===== src/rtl/traffic_seq.sv =====
// traffic_seq: traffic-light sequencer with a latched pedestrian request.
//
// The whole block runs on clk. An internal prescaler produces a one-cycle
// tick every TICK_DIV clocks, and the lamp FSM advances only on a tick.
// A pedestrian request can cut green short (after GREEN_MIN ticks) and
// lengthens the following red by PED_EXT ticks while the walk lamp is lit.
//
// Optional feature: define TRAFFIC_SEQ_FLASH_EN to add a night-flash mode.
// In that mode the yellow lamp blinks once per tick while flash is high.
// Without the macro the flash input is accepted and ignored.
//
// Parameters:
//   TICK_DIV   clk cycles per tick (>= 2)
//   GREEN_T    green duration in ticks
//   YELLOW_T   yellow duration in ticks
//   RED_T      red duration in ticks
//   GREEN_MIN  green ticks before a request may end green (1..GREEN_T)
//   PED_EXT    extra red ticks when walk is granted (0 allowed)
//
// Ports:
//   clk          single clock
//   rst          synchronous, active-high reset
//   pb0          asynchronous pedestrian button, active high
//   flash        night-flash request (used only with TRAFFIC_SEQ_FLASH_EN)
//   LED[2:0]     one-hot lamp: 001 green, 010 yellow, 100 red
//   LED3         walk lamp
//   ped_pending  request latched but not yet served

module traffic_seq #(
  parameter int TICK_DIV  = 13500000,
  parameter int GREEN_T   = 4,
  parameter int YELLOW_T  = 1,
  parameter int RED_T     = 6,
  parameter int GREEN_MIN = 2,
  parameter int PED_EXT   = 3
) (
  input  logic       clk,
  input  logic       rst,
  input  logic       pb0,
  input  logic       flash,
  output logic [2:0] LED,
  output logic       LED3,
  output logic       ped_pending
);

  // Prescaler width covers 0..TICK_DIV-1.
  localparam int CNT_W = (TICK_DIV > 1) ? $clog2(TICK_DIV) : 1;
  localparam logic [CNT_W-1:0] CNT_LAST = CNT_W'(TICK_DIV - 1);

  // Tick timer covers the longest phase, including an extended red.
  localparam int RED_EXT_T = RED_T + PED_EXT;
  localparam int T_MAX0    = (GREEN_T > YELLOW_T) ? GREEN_T : YELLOW_T;
  localparam int T_MAX     = (T_MAX0 > RED_EXT_T) ? T_MAX0 : RED_EXT_T;
  localparam int TMR_W     = (T_MAX > 1) ? $clog2(T_MAX) : 1;

  // Phase ends are stored as "last tick index" so a phase of N ticks
  // finishes when tmr == N-1.
  localparam logic [TMR_W-1:0] GREEN_LAST   = TMR_W'(GREEN_T - 1);
  localparam logic [TMR_W-1:0] GREEN_MIN_LT = TMR_W'(GREEN_MIN - 1);
  localparam logic [TMR_W-1:0] YELLOW_LAST  = TMR_W'(YELLOW_T - 1);
  localparam logic [TMR_W-1:0] RED_LAST     = TMR_W'(RED_T - 1);
  localparam logic [TMR_W-1:0] RED_EXT_LAST = TMR_W'(RED_EXT_T - 1);

  localparam logic [2:0] LED_GREEN  = 3'b001;
  localparam logic [2:0] LED_YELLOW = 3'b010;
  localparam logic [2:0] LED_RED    = 3'b100;

`ifdef TRAFFIC_SEQ_FLASH_EN
  localparam logic [2:0] LED_OFF = 3'b000;
  typedef enum logic [1:0] {S_GREEN, S_YELLOW, S_RED, S_FLASH} state_t;
`else
  typedef enum logic [1:0] {S_GREEN, S_YELLOW, S_RED} state_t;
`endif

  state_t           state;
  logic [CNT_W-1:0] cnt;
  logic [TMR_W-1:0] tmr;
  logic [TMR_W-1:0] red_last;   // last tick index of the current red
  logic             pb_s1, pb_s2, pb_s3;
  logic             tick;
  logic             pb_rise;
  logic             red_entry;  // this edge moves YELLOW -> RED
  logic             ped_block;  // requests are suppressed this edge

`ifdef TRAFFIC_SEQ_FLASH_EN
  logic fl_s1, fl_s2;
`else
  // The flash port is part of the fixed pinout but has no function here.
  logic unused_flash;
  assign unused_flash = flash;
`endif

  assign tick    = (cnt == CNT_LAST);
  // pb_s3 only remembers the previous synchronised level for edge detect.
  assign pb_rise = pb_s2 & ~pb_s3;

  // NOTE: every signal written here gets a default first, so no path
  // leaves it unassigned and no latch is inferred.
  always_comb begin
    red_entry = tick && (state == S_YELLOW) && (tmr == YELLOW_LAST);
    ped_block = 1'b0;
`ifdef TRAFFIC_SEQ_FLASH_EN
    // Flash entry has priority over every normal transition, and no
    // request may be latched while flashing or on the way in.
    red_entry = red_entry && !fl_s2;
    ped_block = (state == S_FLASH) || (tick && fl_s2);
`endif
  end

  // NOTE: state registers use non-blocking assignments so every flop
  // samples the pre-edge value of every other flop.
  always_ff @(posedge clk) begin
    if (rst) begin
      state       <= S_GREEN;
      cnt         <= '0;
      tmr         <= '0;
      red_last    <= RED_LAST;
      LED         <= LED_GREEN;
      LED3        <= 1'b0;
      ped_pending <= 1'b0;
      pb_s1       <= 1'b0;
      pb_s2       <= 1'b0;
      pb_s3       <= 1'b0;
`ifdef TRAFFIC_SEQ_FLASH_EN
      fl_s1       <= 1'b0;
      fl_s2       <= 1'b0;
`endif
    end else begin
      cnt   <= tick ? '0 : cnt + 1'b1;
      pb_s1 <= pb0;
      pb_s2 <= pb_s1;
      pb_s3 <= pb_s2;
`ifdef TRAFFIC_SEQ_FLASH_EN
      fl_s1 <= flash;
      fl_s2 <= fl_s1;
`endif

      // Pending request: a fresh edge wins over a grant on the same edge,
      // so an edge coinciding with red entry waits for the next red.
      if (ped_block)          ped_pending <= 1'b0;
      else if (pb_rise)       ped_pending <= 1'b1;
      else if (red_entry && ped_pending) ped_pending <= 1'b0;

      if (tick) begin
`ifdef TRAFFIC_SEQ_FLASH_EN
        if (fl_s2) begin
          state <= S_FLASH;
          tmr   <= '0;
          LED3  <= 1'b0;
          // First flash tick shows yellow, then alternate with dark.
          LED   <= (state == S_FLASH && LED == LED_YELLOW) ? LED_OFF : LED_YELLOW;
        end else if (state == S_FLASH) begin
          state    <= S_RED;
          tmr      <= '0;
          red_last <= RED_LAST;
          LED      <= LED_RED;
        end else
`endif
        begin
          case (state)
            S_GREEN: begin
              // Early exit looks at the pre-edge ped_pending, so a button
              // edge on this same clock does not alter the decision.
              if (tmr == GREEN_LAST || (ped_pending && tmr >= GREEN_MIN_LT)) begin
                state <= S_YELLOW;
                tmr   <= '0;
                LED   <= LED_YELLOW;
              end else begin
                tmr <= tmr + 1'b1;
              end
            end
            S_YELLOW: begin
              if (tmr == YELLOW_LAST) begin
                state <= S_RED;
                tmr   <= '0;
                LED   <= LED_RED;
                if (ped_pending) begin
                  LED3     <= 1'b1;
                  red_last <= RED_EXT_LAST;
                end else begin
                  red_last <= RED_LAST;
                end
              end else begin
                tmr <= tmr + 1'b1;
              end
            end
            S_RED: begin
              if (tmr == red_last) begin
                state <= S_GREEN;
                tmr   <= '0;
                LED   <= LED_GREEN;
                LED3  <= 1'b0;
              end else begin
                tmr <= tmr + 1'b1;
              end
            end
            default: begin
              // Unreachable encodings recover to a clean green.
              state <= S_GREEN;
              tmr   <= '0;
              LED   <= LED_GREEN;
              LED3  <= 1'b0;
            end
          endcase
        end
      end
    end
  end

endmodule

===== config.mk =====
export PLATFORM = sky130hd
export DESIGN_NAME = traffic_seq
export DESIGN_NICKNAME = d
export VERILOG_FILES = /design/src/rtl/traffic_seq.sv
export SDC_FILE = /design/constraint.sdc
export NUM_CORES = 1
export LEC_CHECK = 0
export ABC_AREA = 1
export CAP_MARGIN = 20
export CORE_MARGIN = 5
export CORE_UTILIZATION = 60
export CTS_BUF_LIST = sky130_fd_sc_hd__clkbuf_4
export CTS_CLUSTER_DIAMETER = 80
export DETAILED_ROUTE_END_ITERATION = 8
export PLACE_DENSITY = 0.79
export SLEW_MARGIN = 20
export SYNTH_ARGS = -nofsm -noshare
export SYNTH_HDL_FRONTEND = slang
export SYNTH_SLANG_ARGS = --single-unit

===== constraint.sdc =====
create_clock -name clk -period 1.7 [get_ports clk]
set_input_delay 0.17 -clock clk [delete_from_list [all_inputs] [get_ports clk]]
set_output_delay 0.17 -clock clk [all_outputs]
set_load 0.02 [all_outputs]

==> results of run 1 <==
synth_stat cells, types with 6 or more instances:
cell,count
inv_2,7
dfxtp_1,38
a21oi_1,11
nand4_1,10
nand3_1,20
o21ai_0,6
nand2_1,70
nor2_1,55
xor2_1,6
inv_1,30
nand2_2,6
cell type report:
class | count | area [µm²] | share of cell area
Inverter | 37 | 139 | 0.0601
Timing Repair Buffer | 11 | 113 | 0.0487
Tap cell | 46 | 57.6 | 0.0249
Multi-Input combinational cell | 220 | 1140 | 0.491
Clock inverter | 3 | 68.8 | 0.0298
Clock buffer | 5 | 37.5 | 0.0162
Sequential cell | 38 | 761 | 0.329
worst min path at each step:
| stage | end | slack (ns) | cells past startpoint |
|---|---|---|---|
| 2_1_floorplan | red_last[3]$_SDFFE_PP0P_ | 0.24 | 1 |
| 3_3_place_gp | pb_s2$_SDFF_PP0_ | 0.39 | 2 |
| 3_5_place_dp | pb_s2$_SDFF_PP0_ | 0.40 | 2 |
| 4_1_cts | pb_s1$_SDFF_PP0_ | 0.30 | 3 |
| 5_1_grt | pb_s1$_SDFF_PP0_ | 0.32 | 3 |
| 6_report | pb_s1$_SDFF_PP0_ | 0.32 | 3 |
power by group through the flow:
stage                     clock, W  sequential, W  combinational, W
final                     0.000774       0.000908         0.0000499
after global routing      0.000844       0.000910         0.0000566
after CTS                 0.000795       0.000908         0.0000507
after detailed placement         0       0.000928         0.0000491
after global placement           0       0.000928         0.0000484
after floorplan                  0       0.000928         0.0000286
repair_timing:
action                                  4_1_cts  5_1_grt
endpoints found under the hold margin         0        0
resized for setup                             0        3
endpoints found under the setup margin        0        3
per-layer routing:
| metal | GRT usage | vias to the layer above | part of all wire |
|---|---|---|---|
| li1 | - | 971 | - |
| met1 | 0.276 | 861 | 0.47 |
| met2 | 0.343 | 38 | 0.47 |
| met3 | 0.0558 | 10 | 0.042 |
| met4 | 0.0968 | 0 | 0.020 |
| met5 | 0 | - | 0 |
stage by stage:
step	power [W]	cells	cell area (µm²)	utilization
finish	0.00173	360	2310	0.698
global route	0.00181	360	2310	0.698
CTS	0.00175	360	2300	0.696
detailed placement	0.000977	352	2200	0.664
global placement	0.000976	352	2200	0.664
floorplan	0.000957	298	2050	-
sequential cells by signal (all words and copies together) (netlist names):
name,count
cnt,24
tmr,4
LED,3
red_last,2
LED3,1
pb_s1,1
pb_s2,1
pb_s3,1
ped_pending,1
kinds of logic (layout without fill, tap and decap cells):
group,after synthesis,in the layout
and+or+nand+nor,185,185
buffers and inverters,40,56
DFF,38,38
AOI/OAI and AO/OA,21,21
xor gates and xnor gates,10,10
adders and majority gates,4,4
==> results.txt, run 1 <==
Setup repair after global routing left no endpoint under its margin. After clock tree synthesis, the clock-pin slew on the worst setup and hold paths is 0.12 ns. For this configuration, the core starts out at a cell density of 0.618. Data on the critical path is required at its endpoint by 1.53 ns. The detailed router placed 1880 vias in this run. Derived from the worst setup path, the maximum achievable clock frequency is 626 MHz. The die extent in x is 68.4 µm. The number of cells produced by synthesis is 298.

In this run the power density over the cells is 749 mW/mm². The number of port buffers is 7. The number of setup violations in the final report is 0. The detailed placement HPWL came out at 3.18 mm.

The most common library cell in the layout ignoring fill and taps is nand2_1. The post-route clock period utilization is 0.940. The level count of the clock H-tree is 2. The summed negative setup slack over all endpoints came out at 0 ns. The mean number of vias per cell is 5.22. The kind of start point of the critical path is a flop.

In the layout the commonest cells are nand2_1, nor2_1, dfxtp_1, inv_1, nand3_1. Data arrives at the worst endpoint at 1.43 ns. The power share of the sequential group came out at 0.524. The number of design-rule violations left by the first detailed-router iteration is 184. The worst setup timing slack at the placement stage came out at 0.150 ns. The number of nets in the synthesized netlist is 306. Of the total synthesized cell area, the portion taken by AND, OR, NAND and NOR gates is 0.428.

The worst hold path begins at pb0. The run finished with clean final reports. In this run the standard cell core region covers 0.00331 mm².

Of the total synthesized cell area, the portion taken by full adders, half adders and majority gates is 0.0244. The number of nets at the end of the flow is 321. Summed over all nets, the switching power comes to 0.000350 W. Measured along the y axis, the die boundary spans 68.4 µm. The top cell type by total area after synthesis is dfxtp_1. The mean cell area of the mapped netlist came out at 6.87 µm². The count of boundary I/O pins is 9. The initial antenna violation count was 0. The critical path depth is 1. The critical path starts at LED[2]$_SDFFE_PP0P_. For this run, the total global-route usage over all layers was measured as 0.217. Entering global routing, the biggest net connects 21 pins.

The routability congestion estimate from global placement is 0.887. The placement row count came out at 21. For this design, the CTS-stage hold fixing added 0 buffers. In this run the clock root is driven by a clkbuf_4. The number of global-route vias before repair is 1734. The signal on the critical path passes through clkdlybuf4s50_1. The length of the first detailed-routing pass in iterations is 5. The post-layout minimum cycle time came out at 1.60 ns. The share of final-layout standard cells stronger than drive strength 1 is 0.131. The number of buffers and inverters on the critical path is 1. The setup clock skew after layout came out at 0.0117 ns. The worst slack on hold paths is 0.317 ns. The area of the mapped netlist is 0.00205 mm².

The remaining global-route overflow came out at 0. The setup check on the worst reg-to-reg path leaves a slack of 0.14 ns. For this run, the register share of the synthesized area comes to 0.372. The final-report hold violation count came out at 0.

The capturing element type of the critical path is a primary output. The detail route stage leaves a number of antenna-violating nets equal to 0. The share of total power dissipated in the clock network is 0.447. In this run the worst setup path terminates at LED[2].

The max capacitance violation total is 0. The combinational fraction of design power came out at 0.029. Yosys mapped a number of flops with a built-in enable equal to 0.

The floorplan step defined a die boundary enclosing 0.00468 mm². In this run the worst hold path is classified as input pin to flop. In the routed design, unresolved DRC markers number 0. IR analysis of the VDD net gives a maximum drop of 0.585 mV. The cell family contributing the most delay on the critical path is buffers and inverters. The number of warnings printed during yosys synthesis came out at 0. The post-synthesis compound-gate area fraction is 0.0562. The highest fanout seen on the critical path is 6.

The endpoint identified for the worst register-to-register timing path is LED3$_SDFFE_PP0P_. The wire length of the first global-routing pass is 7.53 mm. The number of buffers added for setup after CTS came out at 0. In the post-synthesis netlist, the biggest area contributors are dfxtp_1, nand2_1, nor2_1, inv_1, nand3_1. The filler cell count in the final layout came out at 325. By startpoint and endpoint, the worst setup path is classified as flop to primary output. The share of synthesized flip-flops with an asynchronous set or reset is 0. For the pin with the worst max-slew slack, the measured transition is 0.430 ns. The number of synthesized register bits is 38. The count of cell types in the netlist came out at 27. Of the total power, the share spent switching nets is 0.202. The final routed wire length divided by cell count came out at 12.1 µm. The final worst setup slack is 0.102 ns.

The startpoint identified for the worst register-to-register timing path is cnt[0]$_SDFF_PP0_. The cell leakage power is 0.912 nW. The number of buffers inserted during clock tree synthesis came out at 5. The cell with the largest stage delay on the worst path is clkdlybuf4s50_1. Counting cells, the worst reg-to-reg path comes to 8. The total inserted antenna cells came out at 0. The internal power is 0.00138 W. For this run, the leading register cell type out of synthesis is dfxtp_1. Counting along the longest clock path gives a buffer depth of 2. The portion of netlist area occupied by mux cells came out at 0. The CTS sink count came out at 38. The synthesis-to-finish area growth is 13.0%. Of the total synthesized cell area, the portion taken by XOR and XNOR cells is 0.0428. The later-pin clock latency in the skew report came out at 0.36 ns. The relative slew slack came out at 0.712. The share of the synthesized area in the top cell type came out at 0.372.

The number of max-slew violations in the final report was 0. The largest stage delay on the critical path is 0.64 ns. The TritonCTS clock tree is built. The largest family of logic cells by synthesized area is simple AND/OR/NAND/NOR gates.

For this block, the routed nets add up to 4.34 mm of wire.
No activity file was read; power rests on OpenSTA's default activity.
==> run 2: changes to the inputs <==
--- a/config.mk
+++ b/config.mk
@@ -11,6 +11,7 @@
 export CORE_UTILIZATION = 60
 export CTS_BUF_LIST = sky130_fd_sc_hd__clkbuf_4
 export CTS_CLUSTER_DIAMETER = 80
+export CTS_CLUSTER_SIZE = 40
 export DETAILED_ROUTE_END_ITERATION = 8
 export PLACE_DENSITY = 0.79
 export SLEW_MARGIN = 20
==> results of run 2 <==
Same layout as run 1: the final DEF is identical, and so are final timing and power.
==> run 3: changes to the inputs <==
--- a/config.mk
+++ b/config.mk
@@ -18,3 +18,4 @@
 export SYNTH_ARGS = -nofsm -noshare
 export SYNTH_HDL_FRONTEND = slang
 export SYNTH_SLANG_ARGS = --single-unit
+export TNS_END_PERCENT = 5
==> constraint.sdc (replaced) <==
create_clock -name clk -period 1.7 [get_ports clk]
set_input_delay 0.17 -clock clk [delete_from_list [all_inputs] [get_ports clk]]
set_output_delay 0.17 -clock clk [all_outputs]
set_load 0.01 [all_outputs]
==> results of run 3 <==
Same layout as run 1 (identical final DEF). Status: completed.
Main changes from that run: setup slack after layout 0.102 ns -> 0.135 ns; start point of the critical path LED[2]$_SDFFE_PP0P_ -> cnt[0]$_SDFF_PP0_; end point of the critical path LED[2] -> LED3$_SDFFE_PP0P_
==> RTL change 1, RTL diff (config.mk and constraints of run 3) <==
Register the input `pb0` before use. The logic sees it one clock later. The other inputs are not delayed to match.
--- a/src/rtl/traffic_seq.sv
+++ b/src/rtl/traffic_seq.sv
@@ -65,6 +65,12 @@
   localparam logic [2:0] LED_YELLOW = 3'b010;
   localparam logic [2:0] LED_RED    = 3'b100;
 
+  logic pb0_q;
+
+  always_ff @(posedge clk) begin
+    pb0_q <= pb0;
+  end
+
 `ifdef TRAFFIC_SEQ_FLASH_EN
   localparam logic [2:0] LED_OFF = 3'b000;
   typedef enum logic [1:0] {S_GREEN, S_YELLOW, S_RED, S_FLASH} state_t;
@@ -127,7 +133,7 @@
 `endif
     end else begin
       cnt   <= tick ? '0 : cnt + 1'b1;
-      pb_s1 <= pb0;
+      pb_s1 <= pb0_q;
       pb_s2 <= pb_s1;
       pb_s3 <= pb_s2;
 `ifdef TRAFFIC_SEQ_FLASH_EN
Formal check against the unedited RTL: not equivalent (Yosys sat finds a counterexample within 4 cycles, from zero or initial values and one cycle with rst high).
==> RTL change 1 against run 3 <==
Sequential power rose by 2.8%; final area fell by 0.16%; clock power decreased by 21%; non-clock buffer count increased by 1; area after synthesis up 0.98%; clock skew is 0.0045 ns higher; setup slack improved by 0.0060 ns; power shrank 7.7%; core utilization decreased by 0.66 points; sequential cell count rose by 1; routed wire length is 3.5% lower; combinational power increased by 2%; critical endpoint is now cnt[14]$_SDFF_PP0_.
==> RTL change 1: results (changes against run 3) <==
Placement
  – Setup Slack @ Placement: 0.1539 ns (was 0.1504 ns)
  – Gpl congestion: 0.8890 (was 0.8868)
  – Area after DPL: 2226 sq um (was 2198 sq um)

Final layout
  – Buffers, non-clock: 12 (was 11)
  – Layout cells sized above 1: 0.1266 (was 0.1306)
  – Reg area: 782.0 sq um (was 760.7 sq um)
  – Seq cells: 39 (was 38)
  – Buffer share of cell area: 0.05203 (was 0.04870)
  – FILL cells: 314 (was 325)
  – Final #Nets: 323 (was 321)
  – Clock buf/inv share: 0.03306 (was 0.04600)

Detailed routing
  – Met2 WL: 1929 microns (was 2030 microns)
  – Routed wl met3: 249 microns (was 182 microns)
  – Routed wire per std cell: 11.57 microns (was 12.06 microns)

GRT
  – Largest net degree at the start of global routing: 15 (was 21)
  – Total GRT Usage: 0.2120 (was 0.2173)
  – Global-route wire length before repair: 7500 microns (was 7527 microns)

Timing
  – Fmax: 641.5 MHz (was 639.0 MHz)

Logic synthesis
  – Syn Nets: 307 (was 306)
  – Cells after Synth: 299 (was 298)

Power and ir drop
  – Seq pwr share: 0.584 (was 0.525)
  – VDD IR max: 541.6 uV (was 585.0 uV)
  – Sw power: 0.0003475 W (was 0.0003492 W)
  – Seq pwr: 0.000933 W (was 0.000908 W)
  – Comb. pwr: 0.0000499 W (was 0.0000488 W)

Status
  – Outcome: complete, no violations (unchanged)

Setup path
  – Reg2reg path depth: 7 (was 8)

Hold path
  – WHS Path Cells: 1 (was 3)
[RTL change 1: cell types whose count changed after synthesis, sizes merged]
cell | run 3 | this run
dfxtp | 38 | 39
[RTL change 1: logic make-up (layout without fill, tap and decap cells)]
kind of cell             Yosys count  after routing  share of synthesized area
AO/OA/AOI/OAI                     21             21                    0.05569
flip-flops                        39             39                     0.3777
adder cells (fa/ha/maj)            4              4                    0.02421
XOR/XNOR                          10             10                    0.04237
AND/OR/NAND/NOR                  185            185                     0.4237
buffers and inverters             40             57                    0.07627
[RTL change 1: layer usage]
| metal | up-vias | GRT usage |
|---|---|---|
| li1 | 981 | - |
| met1 | 855 | 0.2747 |
| met2 | 51 | 0.3349 |
| met3 | 6 | 0.05024 |
| met4 | 0 | 0.09246 |
| met5 | - | 0 |
==> RTL change 2, RTL diff (config.mk and constraints of run 3) <==
Without the edit above. The parameter `GREEN_T` goes from 4 to 2.
--- a/src/rtl/traffic_seq.sv
+++ b/src/rtl/traffic_seq.sv
@@ -28,7 +28,7 @@
 
 module traffic_seq #(
   parameter int TICK_DIV  = 13500000,
-  parameter int GREEN_T   = 4,
+  parameter int GREEN_T   = 2,
   parameter int YELLOW_T  = 1,
   parameter int RED_T     = 6,
   parameter int GREEN_MIN = 2,
Check against the original RTL: no difference found for any inputs over 10 cycles, from zero or initial values and one cycle with rst high; that may be too few to reach the edited logic, so the function may still have changed.
==> RTL change 2 against run 3 <==
Synthesized cell count grew 4.4%; routed wire length up 4.7%; final area increased by 2.9%; power shrank 8.1%; critical path depth decreased by 7; area after synthesis rose by 0.12%; combinational power increased by 21%; cell count rose by 5.6%; setup slack worse by 0.054 ns; sequential cell count stayed put; critical endpoint is now LED[2]; highest routed layer unchanged.
==> RTL change 2: results (changes against run 3) <==
Logic synthesis
  – Sequential-to-total area share from yosys stat: 0.3712 (was 0.3716)
  – Synth Area in Compound Gates: 0.07326 (was 0.05623)
  – Post-synthesis mux area share: 0 (unchanged)
  – Post-synth cell types: 29 (was 27)
  – Yosys warns: 0 (unchanged)
  – Adder-cell share of the synthesized area: 0.02442 (was 0.02445)
  – Top cells by area, synth: dfxtp_1 (37%), nand2_1 (14%), nor2_1 (9.9%), inv_1 (6.6%), nand3_1 (4.9%) (was dfxtp_1 (37%), nand2_1 (13%), nor2_1 (10%), inv_1 (5.5%), nand3_1 (4.9%))
  – Syn Nets: 319 (was 306)
  – XOR/XNOR Fraction of Synth Area: 0.02991 (was 0.04279)
  – Post-synth top cells: nand2_1 (79), nor2_1 (54), dfxtp_1 (38) (was nand2_1 (70), nor2_1 (55), dfxtp_1 (38))

Setup path
  – Crit path DAT: 1.45 ns (was 1.83 ns)
  – Slowest stage cell, crit path: clkdlybuf4s50_1 (was dfxtp_1)
  – CP max FO: 8 (was 6)
  – CP top delay family: buffers and inverters (was simple AND/OR/NAND/NOR gates)
  – Largest stage delay on the critical path: 0.60 ns (was 0.39 ns)

Clocking
  – Longest Clk Path Bufs: 2 (unchanged)
  – CTS Buf Count: 5 (unchanged)
  – Clk Latency, worst-skew pair: 0.35 ns
  – H-tree depth: 2 (unchanged)

Status
  – Outcome: complete, no violations (unchanged)

Power and ir drop
  – Pleak: 0.9480 nW (was 0.9125 nW)
  – VDD IR max: 541.3 uV (was 585.0 uV)
  – Sw power: 0.0003537 W (was 0.0003492 W)

Detailed routing
  – Routed wire length: 4545 microns (was 4340 microns)
  – Initial DRC Count: 175 (was 184)
  – Drt via density: 5.147 (was 5.222)

GRT
  – Initial antenna violation count: 0 (unchanged)
  – Global-route wire length before repair: 7659 microns (was 7527 microns)
  – Largest net degree at the start of global routing: 14 (was 21)
  – Vias in the first global route: 1760 (was 1734)
  – Total GRT Usage: 0.2152 (was 0.2173)

Final layout
  – Layout cells sized above 1: 0.1407 (was 0.1306)
  – Final #Nets: 341 (was 321)
  – FILL cells: 307 (was 325)

Placement
  – Buffers added on ports: 7 (unchanged)
  – Gpl congestion: 0.8893 (was 0.8868)
  – Dpl hpwl: 3501 microns (was 3184 microns)

Timing
  – Relative slew slack: 0.7885 (was 0.7120)
  – WHS: 0.3311 ns (was 0.3167 ns)
  – Clock skew: 0.009945 ns (was 0.01169 ns)
-- RTL change 2: changes by cell type after synthesis, moves of 4 or more --
| cell | change |
|---|---|
| inv_2 | -4 |
| nand2_1 | +9 |
| a21oi_1 | +8 |
| inv_1 | +6 |
-- RTL change 2: layout make-up --
class                      count  area (sq um)  area share
inverter                      40         150.1     0.06312
multi-input combinational    231          1179      0.4955
clock inverter                 3         45.04     0.01894
tap                           46         57.56     0.02420
sequential                    38         763.2      0.3209
clock buffer                   5         37.54     0.01578
timing repair buffer          17         146.4     0.06155
-- RTL change 2: what timing repair did --
item                                    CTS  global route
gates resized for setup                   0            16
endpoints found under the setup margin    0            24
buffers inserted                          0             1
-- RTL change 2: logic make-up (layout without fill, tap and decap cells) --
logic type / count (synthesis) / in the layout
adder cells (fa/ha/maj): 4 / 4
buffers and inverters: 42 / 65
AND/OR/NAND/NOR: 192 / 192
XOR/XNOR: 7 / 7
flip-flops: 38 / 38
AO/OA/AOI/OAI: 28 / 28
-- RTL change 2: per-stage QoR --
| step | std cells | setup TNS, ns | instance area, sq um | setup WS (ns) | power, W |
|---|---|---|---|---|---|
| 6_report | 380 | 0 | 2379 | 0.08114 | 0.001591 |
| 3_3_place_gp | 370 | 0 | 2227 | 0.09390 | 0.0009817 |
| 2_1_floorplan | 311 | 0 | 2049 | 0.2176 | 0.0009548 |
| 3_5_place_dp | 370 | 0 | 2227 | 0.04979 | 0.0009826 |
| 4_1_cts | 378 | 0 | 2310 | 0.02945 | 0.001597 |
| 5_1_grt | 380 | -0.001521 | 2379 | -0.001521 | 0.001651 |
-- RTL change 2: worst paths after layout --
kind | from | cells past startpoint | to
setup / recovery | LED[2]$_SDFFE_PP0P_ | 1 | LED[2]
hold / removal | pb0 | 3 | pb_s1$_SDFF_PP0_
setup reg to reg | tmr[0]$_SDFFE_PP0N_ | 8 | LED[0]$_SDFFE_PP1P_
hold reg to reg | pb_s3$_SDFF_PP0_ | 1 | ped_pending$_SDFFE_PP0P_
-- RTL change 2: tightest hold or removal path, delay by kind of cell --
family | cells | cell delay, ns
buffers and inverters | 2 | 0.45
AND/OR/NAND/NOR | 1 | 0.03
-- RTL change 2: layer usage --
layer	GRT usage	vias to the layer above	part of all wire
met5	0	-	0
met4	0.05955	0	0.014
met3	0.04598	9	0.044
met2	0.3468	41	0.46
met1	0.2882	873	0.48
li1	-	1033	-
-- RTL change 2: power by group through the flow --
stage          combinational [W]  clock (W)  sequential (W)
6_report               0.0000591   0.000622        0.000909
5_1_grt                0.0000668   0.000672        0.000912
4_1_cts                0.0000544   0.000635        0.000908
3_5_place_dp           0.0000542          0        0.000928
3_3_place_gp           0.0000538          0        0.000928
2_1_floorplan          0.0000269          0        0.000928
